**config.mk**
```make
export PLATFORM = sky130hd
export DESIGN_NAME = img_scale_engine
export DESIGN_NICKNAME = d
export VERILOG_FILES = /design/src/rtl/img_scale_pkg.sv /design/src/rtl/img_scale_addr_gen.sv /design/src/rtl/img_scale_engine.sv
export SDC_FILE = /design/constraint.sdc
export NUM_CORES = 1
export LEC_CHECK = 0
export BUFFER_PORTS_ARGS = -buffer_cell sky130_fd_sc_hd__buf_2
export CAP_MARGIN = 20
export CELL_PAD_IN_SITES_DETAIL_PLACEMENT = 0
export CELL_PAD_IN_SITES_GLOBAL_PLACEMENT = 2
export CORE_MARGIN = 3
export CORE_UTILIZATION = 30
export CTS_CLUSTER_SIZE = 20
export DETAILED_ROUTE_END_ITERATION = 16
export PLACE_DENSITY = 0.81
export SLEW_MARGIN = 25
export SYNTH_ARGS = -nofsm -noshare
export SYNTH_HDL_FRONTEND = slang
export SYNTH_SLANG_ARGS = --single-unit
```
**constraint.sdc**
```tcl
create_clock -name CLOCK -period 7.8 [get_ports CLOCK]
set_input_delay 1.17 -clock CLOCK [delete_from_list [all_inputs] [get_ports CLOCK]]
set_output_delay 1.17 -clock CLOCK [all_outputs]
set_load 0.05 [all_outputs]
```
**src/rtl/img_scale_pkg.sv**
```systemverilog
// ============================================================================
// Module   : img_scale_pkg
// Desc     : Mode encodings, FSM states and destination-size helper.
// Revision : 1.0
// ============================================================================
`default_nettype none

package img_scale_pkg;

  localparam logic [1:0] c_MODE_COPY = 2'b00;
  localparam logic [1:0] c_MODE_REPL = 2'b01;
  localparam logic [1:0] c_MODE_DECI = 2'b10;
  localparam logic [1:0] c_MODE_AVG  = 2'b11;

  typedef enum logic [2:0] {
    S_IDLE  = 3'd0,
    S_READ  = 3'd1,
    S_WAIT  = 3'd2,
    S_WRITE = 3'd3,
    S_DONE  = 3'd4
  } state_t;

  // Destination extent along one axis; used for both width and height.
  function automatic int dst_dim(input logic [1:0] mode, input int src_len);
    case (mode)
      c_MODE_COPY: return src_len;
      c_MODE_REPL: return 2 * src_len;
      default:     return src_len / 2;
    endcase
  endfunction

endpackage

`default_nettype wire

```
**src/rtl/img_scale_addr_gen.sv**
```systemverilog
// ============================================================================
// Module   : img_scale_addr_gen
// Desc     : Destination raster counters, source row accumulator, addresses.
// Revision : 1.0
// ============================================================================
`default_nettype none

module img_scale_addr_gen
  import img_scale_pkg::*;
#(
  parameter int SRC_W  = 160,
  parameter int SRC_H  = 120,
  parameter int ADDR_W = 17
) (
  input  logic              clk,
  input  logic              rst_n,
  input  logic              i_start,
  input  logic              i_advance,
  input  logic [1:0]        i_mode,
  input  logic [1:0]        i_sub,
  input  logic [ADDR_W-1:0] i_src_base,
  input  logic [ADDR_W-1:0] i_dst_base,
  output logic [ADDR_W-1:0] o_rd_addr,
  output logic [ADDR_W-1:0] o_wr_addr,
  output logic              o_last
);

  localparam int c_X_W = $clog2(2 * SRC_W);
  localparam int c_Y_W = $clog2(2 * SRC_H);
  localparam logic [ADDR_W-1:0] c_ROW  = ADDR_W'(SRC_W);
  localparam logic [ADDR_W-1:0] c_ROW2 = ADDR_W'(2 * SRC_W);

  logic [c_X_W-1:0]  r_dx, w_dx_max;
  logic [c_Y_W-1:0]  r_dy, w_dy_max;
  logic [ADDR_W-1:0] r_row, r_dst_idx, r_src_base, r_dst_base;
  logic [ADDR_W-1:0] w_row_step, w_sx, w_sub_row;

  always_comb begin
    w_dx_max   = c_X_W'(dst_dim(i_mode, SRC_W) - 1);
    w_dy_max   = c_Y_W'(dst_dim(i_mode, SRC_H) - 1);
    w_row_step = c_ROW2;
    w_sx       = ADDR_W'({r_dx, i_sub[0]});
    w_sub_row  = '0;
    case (i_mode)
      c_MODE_COPY: begin
        w_row_step = c_ROW;
        w_sx       = ADDR_W'(r_dx);
      end
      c_MODE_REPL: begin
        // Source row advances only when leaving an odd destination row.
        w_row_step = r_dy[0] ? c_ROW : '0;
        w_sx       = ADDR_W'(r_dx >> 1);
      end
      c_MODE_DECI: w_sx = ADDR_W'({r_dx, 1'b0});
      default:     w_sub_row = i_sub[1] ? c_ROW : '0;
    endcase
  end

  assign o_rd_addr = i_start ? i_src_base : (r_src_base + r_row + w_sub_row + w_sx);
  assign o_wr_addr = r_dst_base + r_dst_idx;
  assign o_last    = (r_dx == w_dx_max) && (r_dy == w_dy_max);

  always_ff @(posedge clk) begin
    if (!rst_n) begin
      r_dx       <= '0;
      r_dy       <= '0;
      r_row      <= '0;
      r_dst_idx  <= '0;
      r_src_base <= '0;
      r_dst_base <= '0;
    end else if (i_start) begin
      r_dx       <= '0;
      r_dy       <= '0;
      r_row      <= '0;
      r_dst_idx  <= '0;
      r_src_base <= i_src_base;
      r_dst_base <= i_dst_base;
    end else if (i_advance) begin
      r_dst_idx <= r_dst_idx + 1'b1;
      if (r_dx == w_dx_max) begin
        r_dx  <= '0;
        r_dy  <= r_dy + 1'b1;
        r_row <= r_row + w_row_step;
      end else begin
        r_dx <= r_dx + 1'b1;
      end
    end
  end

endmodule

`default_nettype wire

```
**src/rtl/img_scale_engine.sv**
```systemverilog
// ============================================================================
// Module   : img_scale_engine
// Desc     : Raster image scaler (copy/replicate/decimate/average) over a
//            synchronous frame memory. Macro SCALE_AVG_EN enables AVERAGE.
// Revision : 1.0
// ============================================================================
`default_nettype none

module img_scale_engine
  import img_scale_pkg::*;
#(
  parameter int SRC_W  = 160,
  parameter int SRC_H  = 120,
  parameter int PIX_W  = 8,
  parameter int ADDR_W = 17,
  parameter int RD_LAT = 2
) (
  input  logic              CLOCK,
  input  logic              RESET_N,
  input  logic              START,
  input  logic [1:0]        MODE,
  input  logic [ADDR_W-1:0] SRC_BASE,
  input  logic [ADDR_W-1:0] DST_BASE,
  output logic              BUSY,
  output logic              FLAG_DONE,
  output logic              FLAG_ERR,
  output logic              RD_EN,
  output logic [ADDR_W-1:0] RD_ADDR,
  input  logic [PIX_W-1:0]  RD_DATA,
  output logic              WR_EN,
  output logic [ADDR_W-1:0] WR_ADDR,
  output logic [PIX_W-1:0]  WR_DATA
);

  state_t r_state, w_state_nxt;
  logic [1:0]        r_mode, r_sub, r_lat_cnt;
  logic              r_last;
  logic              w_lat_done, w_more_reads, w_mode_bad, w_last;
  logic              w_start_acc, w_advance, w_err;
  logic              w_busy, w_done, w_rd_en, w_wr_en;
  logic [ADDR_W-1:0] w_rd_addr, w_wr_addr;
  logic [PIX_W-1:0]  w_wr_pix;
  logic              r_busy, r_done, r_err, r_rd_en, r_wr_en;
  logic [ADDR_W-1:0] r_rd_addr, r_wr_addr;
  logic [PIX_W-1:0]  r_wr_data;

  img_scale_addr_gen #(
    .SRC_W  (SRC_W),
    .SRC_H  (SRC_H),
    .ADDR_W (ADDR_W)
  ) u_addr_gen (
    .clk        (CLOCK),
    .rst_n      (RESET_N),
    .i_start    (w_start_acc),
    .i_advance  (w_advance),
    .i_mode     (r_mode),
    .i_sub      (r_sub),
    .i_src_base (SRC_BASE),
    .i_dst_base (DST_BASE),
    .o_rd_addr  (w_rd_addr),
    .o_wr_addr  (w_wr_addr),
    .o_last     (w_last)
  );

  assign w_lat_done = (r_lat_cnt == 2'(RD_LAT - 1));
  // r_sub counts issued reads and wraps to 0 after the fourth AVERAGE read.
  assign w_more_reads = (r_mode == c_MODE_AVG) && (r_sub != 2'd0);

`ifdef SCALE_AVG_EN
  logic [PIX_W+1:0] r_acc, w_acc_sum;
  assign w_mode_bad = 1'b0;
  assign w_acc_sum  = r_acc + {2'b00, RD_DATA};
  assign w_wr_pix   = (r_mode == c_MODE_AVG) ? w_acc_sum[PIX_W+1:2] : RD_DATA;

  always_ff @(posedge CLOCK) begin
    if (!RESET_N)
      r_acc <= '0;
    else if ((r_state == S_WAIT) && w_lat_done)
      r_acc <= w_advance ? '0 : w_acc_sum;
  end
`else
  assign w_mode_bad = (MODE == c_MODE_AVG);
  assign w_wr_pix   = RD_DATA;
`endif

  always_ff @(posedge CLOCK) begin
    if (!RESET_N) r_state <= S_IDLE;
    else          r_state <= w_state_nxt;
  end

  always_comb begin
    w_state_nxt = r_state;
    case (r_state)
      S_IDLE:  if (START && !w_mode_bad) w_state_nxt = S_READ;
      S_READ:  w_state_nxt = S_WAIT;
      S_WAIT:  if (w_lat_done) w_state_nxt = w_more_reads ? S_READ : S_WRITE;
      S_WRITE: w_state_nxt = r_last ? S_DONE : S_READ;
      S_DONE:  w_state_nxt = S_IDLE;
      default: w_state_nxt = S_IDLE;
    endcase
  end

  // Outputs are decoded from the next state so the registers line up with it.
  always_comb begin
    w_start_acc = (r_state == S_IDLE) && (w_state_nxt == S_READ);
    w_err       = (r_state == S_IDLE) && START && w_mode_bad;
    w_advance   = (r_state == S_WAIT) && (w_state_nxt == S_WRITE);
    w_busy      = (w_state_nxt == S_READ) || (w_state_nxt == S_WAIT) ||
                  (w_state_nxt == S_WRITE);
    w_done      = (w_state_nxt == S_DONE);
    w_rd_en     = (w_state_nxt == S_READ);
    w_wr_en     = (w_state_nxt == S_WRITE);
  end

  always_ff @(posedge CLOCK) begin
    if (!RESET_N) begin
      r_mode    <= '0;
      r_sub     <= '0;
      r_lat_cnt <= '0;
      r_last    <= 1'b0;
      r_busy    <= 1'b0;
      r_done    <= 1'b0;
      r_err     <= 1'b0;
      r_rd_en   <= 1'b0;
      r_wr_en   <= 1'b0;
      r_rd_addr <= '0;
      r_wr_addr <= '0;
      r_wr_data <= '0;
    end else begin
      r_busy    <= w_busy;
      r_done    <= w_done;
      r_err     <= w_err;
      r_rd_en   <= w_rd_en;
      r_wr_en   <= w_wr_en;
      r_lat_cnt <= (r_state == S_WAIT) ? r_lat_cnt + 2'd1 : 2'd0;
      if (w_start_acc) r_mode <= MODE;
      if (w_rd_en) begin
        r_rd_addr <= w_rd_addr;
        r_sub     <= r_sub + 2'd1;
      end else if (w_advance) begin
        r_sub <= 2'd0;
      end
      if (w_advance) begin
        r_wr_addr <= w_wr_addr;
        r_wr_data <= w_wr_pix;
        r_last    <= w_last;
      end
    end
  end

  assign BUSY      = r_busy;
  assign FLAG_DONE = r_done;
  assign FLAG_ERR  = r_err;
  assign RD_EN     = r_rd_en;
  assign RD_ADDR   = r_rd_addr;
  assign WR_EN     = r_wr_en;
  assign WR_ADDR   = r_wr_addr;
  assign WR_DATA   = r_wr_data;

endmodule

`default_nettype wire

```
==> results.py <==
metrics = {
    "global_routing": {
        "grt-ovfl-total": 0,
        "first_global_vias": 6504,
        "antenna_found_initial": 0,
        "grt_pass1_wl_um": 35400,
        "grt_max_degree": 52,
        "grt.total_usage_pct": 15.7,
    },
    "floorplan": {
        "die_w_um": 167,
        "core_area_sq_mm": 0.0253,
        "fp.dieH_um": 167,
        "dieArea_sq_mm": 0.0279,
        "rows": 58,
        "ioPinCount": 94,
        "start_util_pct": 30.8,
    },
    "synthesis": {
        "synth_area_sq_mm": 0.00779,
        "yosysWarnings": 0,
        "ys_async_sr_fraction_pct": 0,
        "ys_ff_latch": 137,
        "yosysUniqueCellTypes": 75,
        "yosysSeqAreaShare_pct": 35.2,
        "netlist_instances": 941,
        "syn_nets": 1065,
        "ys.flop_type": "dfxtp_1",
        "syn_area_per_cell_sq_um": 8.28,
        "synth-edff-count": 0,
    },
    "drt": {
        "viasPerCell": 5.01,
        "postRouteAntennaNets": 0,
        "num_vias": 6791,
        "drt_wl_total_um": 21800,
        "wire_per_inst_um": 16.1,
        "dr.pass1.iters": 5,
        "drt_iter0_drc": 427,
        "post-route-drc-count": 0,
    },
    "sta": {
        "min_period_ns": 4.48,
        "tns_ns": 0,
        "grt_setup_unrepaired": "no",
        "fin_ws_ns": 3.32,
        "worst_pin_slew_ns": 0.794,
        "hold_viol": 0,
        "maxSlewViolCount": 0,
        "period_share_pct": 57.4,
        "maxSlewHeadroom_pct": 47.0,
        "fmax_mhz": 223,
        "setup_viol": 0,
        "fin_skew_ns": 0.00756,
    },
    "finish": {
        "antennaDiodeCount": 0,
        "nets": 1138,
        "drive_above_1_share_pct": 14.9,
        "fill_cells": 2645,
        "design_area_sq_mm": 0.00920,
        "area_delta_synth_final_pct": 18.1,
        "fin_cells": 1356,
    },
    "placed_design": {
        "post-place-ws_ns": 3.43,
        "placed_cell_area_sq_mm": 0.00852,
        "dp_cells": 1325,
        "hpwl_um": 15500,
        "port_buffers": 93,
        "gp_congestion": 0.810,
    },
    "clock_network": {
        "clkTransAtPathRegs_ns": 0.06,
        "ctsRootBufferMaster": "clkbuf_16",
        "cts_resized": 0,
        "clk_path_buf_depth": 2,
        "cts_tree": "yes",
        "numClockSinks": 137,
        "hold_buffers": 0,
        "cts_setup_buffers": 0,
        "cts_buffers": 17,
        "cts-htree-levels": 4,
        "clock_latency_ns": 0.42,
    },
    "min_path": {
        "holdCritPathClass": "reg -> reg",
    },
    "worst_setup_path": {
        "worstPathArrival_ns": 4.79,
        "cp_max_fo": 26,
        "slowest_delay_ns": 0.83,
        "path_buf_inv": 0,
        "reg2reg_setup_slack_ns": 3.32,
        "crit_cells": 13,
        "path_cells": "nor2b_1 -> ha_1 -> o21ai_0 -> nand2_1 -> fa_1 -> fa_1 -> ha_1 -> a211o_1 -> and2_1 -> a211oi_1 -> o311a_1 -> xnor2_1 -> a32o_1",
        "path_delay_family": "compound AO/OA/AOI/OAI gates",
        "slowest_stage": "dfxtp_1",
        "startpoint": "r_mode[1]",
        "criticalPathCategory": "reg -> reg",
        "rr_worst_depth": 13,
        "cp-end-kind": "flip-flop",
        "crit_path_end": "RD_ADDR[16]",
        "required_ns": 8.11,
        "worstReg2RegEnd": "RD_ADDR[16]",
        "worst_setup_path_start_kind": "flip-flop",
        "rr_startpoint": "r_mode[1]",
    },
    "outcome": {
        "run_status": "finished, final reports clean",
    },
    "job": {
        "cap_violations": 0,
    },
    "power_and_ir_drop": {
        "power.leakage_nw": 3.88,
        "power_density_mw_per_mm2": 207,
        "p_total_w": 0.00190,
        "ir_drop_mv": 0.141,
    },
}
final cells by class:
class | instances | area, sq um | share of cell area (%)
timing repair buffer | 102 | 533 | 5.80
clock buffer | 17 | 425 | 4.63
sequential | 137 | 2740 | 29.8
clock inverter | 14 | 246 | 2.68
inverter | 36 | 135 | 1.47
multi-input combinational | 720 | 4700 | 51.1
tap | 330 | 413 | 4.49
synthesized netlist by cell type, drive strengths merged, types with 2 or more instances:
master,instances,area [sq um]
and4,3,26.3
o221ai,2,17.5
fa,10,200
o21a,7,52.6
a21boi,3,22.5
o22ai,2,12.5
clkbuf,27,101
mux2i,13,130
a31oi,5,31.3
nor4,7,86.3
a311oi,3,26.3
nor2b,5,31.3
nand4,19,119
nand3,39,200
nor4b,3,41.3
a21o,9,67.6
buf,21,123
dfxtp,137,2740
a21oi,90,462
a2111oi,4,41.3
and2,3,18.8
inv,36,135
xor2,26,228
o21ai,40,208
o21bai,2,15.0
nand4b,2,17.5
o31ai,2,20.0
nor3,23,126
a211oi,14,110
nand2b,5,31.3
o2111ai,2,23.8
a32oi,2,17.5
or3,8,50.1
o211ai,6,45.0
xnor2,28,245
nand2,151,567
ha,67,838
nor2,87,327
and3,8,50.1
registers in the layout (all words and copies together), names as in the netlist, 8 cells and up:
register,count
RD_ADDR,17
WR_ADDR,17
WR_DATA,8
u_addr_gen.r_dst_base,17
u_addr_gen.r_dst_idx,17
u_addr_gen.r_dx,9
u_addr_gen.r_dy,8
u_addr_gen.r_row,12
u_addr_gen.r_src_base,17
worst min path at each step:
stage                       startpoint      endpoint  cells past startpoint
final                     r_lat_cnt[0]  r_lat_cnt[0]                      1
after global placement    r_lat_cnt[0]  r_lat_cnt[0]                      1
after floorplan           r_lat_cnt[0]  r_lat_cnt[0]                      1
after detailed placement  r_lat_cnt[0]  r_lat_cnt[0]                      1
after global routing      r_lat_cnt[0]  r_lat_cnt[0]                      1
after CTS                 r_lat_cnt[0]  r_lat_cnt[0]                      1
kinds of logic after synthesis:
group | synth area share, %
flops | 35.2
fa+ha+maj | 13.3
xor+xnor | 6.07
simple gates | 22.2
compound gates | 16.7
buf+inv | 4.61
mux | 1.82
through the flow:
step                      util, %  hold slack [ns]
after global routing         36.3            0.461
after floorplan                 -            0.399
after global placement       33.7            0.407
final                        36.3            0.417
after CTS                    36.3            0.423
after detailed placement     33.7            0.415
placed cells by master (no fill, tap or decap), types with 4 or more instances in the layout:
| cell | netlist | final |
|---|---|---|
| a31oi_1 | 5 | 5 |
| buf_2 | 17 | 93 |
| buf_4 | 2 | 9 |
| o211ai_1 | 6 | 6 |
| nand2_1 | 151 | 151 |
| nand3_1 | 38 | 38 |
| a211oi_1 | 13 | 13 |
| o21a_1 | 7 | 7 |
| a21oi_1 | 89 | 89 |
| xnor2_1 | 28 | 28 |
| nor2_1 | 87 | 87 |
| dfxtp_1 | 137 | 137 |
| bufinv_16 | 0 | 6 |
| nand2b_1 | 5 | 5 |
| clkbuf_16 | 0 | 17 |
| and3_1 | 8 | 7 |
| or3_1 | 8 | 8 |
| fa_1 | 10 | 10 |
| inv_1 | 35 | 35 |
| o21ai_0 | 35 | 35 |
| nand4_1 | 19 | 19 |
| a21o_1 | 9 | 9 |
| mux2i_1 | 13 | 13 |
| clkinv_4 | 0 | 4 |
| nor2b_1 | 5 | 5 |
| nor3_1 | 22 | 22 |
| xor2_1 | 26 | 26 |
| ha_1 | 67 | 67 |
report_power, final:
| part | switching [W] | internal (W) | leakage [nW] |
|---|---|---|---|
| combinational | 0.000159 | 0.0000666 | 2.45 |
| clock | 0.000328 | 0.000600 | 0.316 |
| sequential | 0.0000222 | 0.000726 | 1.11 |
| total | 0.000509 | 0.00139 | 3.88 |
per-layer routing:
layer  vias up  GRT usage, %  share of wire [%]
met3        23          2.48                3.0
li1       3451             -                  -
met5         -             0                  0
met2       115          24.2                 44
met1      3202          22.6                 51
met4         0          4.80                1.5
(Power assumes the default switching activity.)
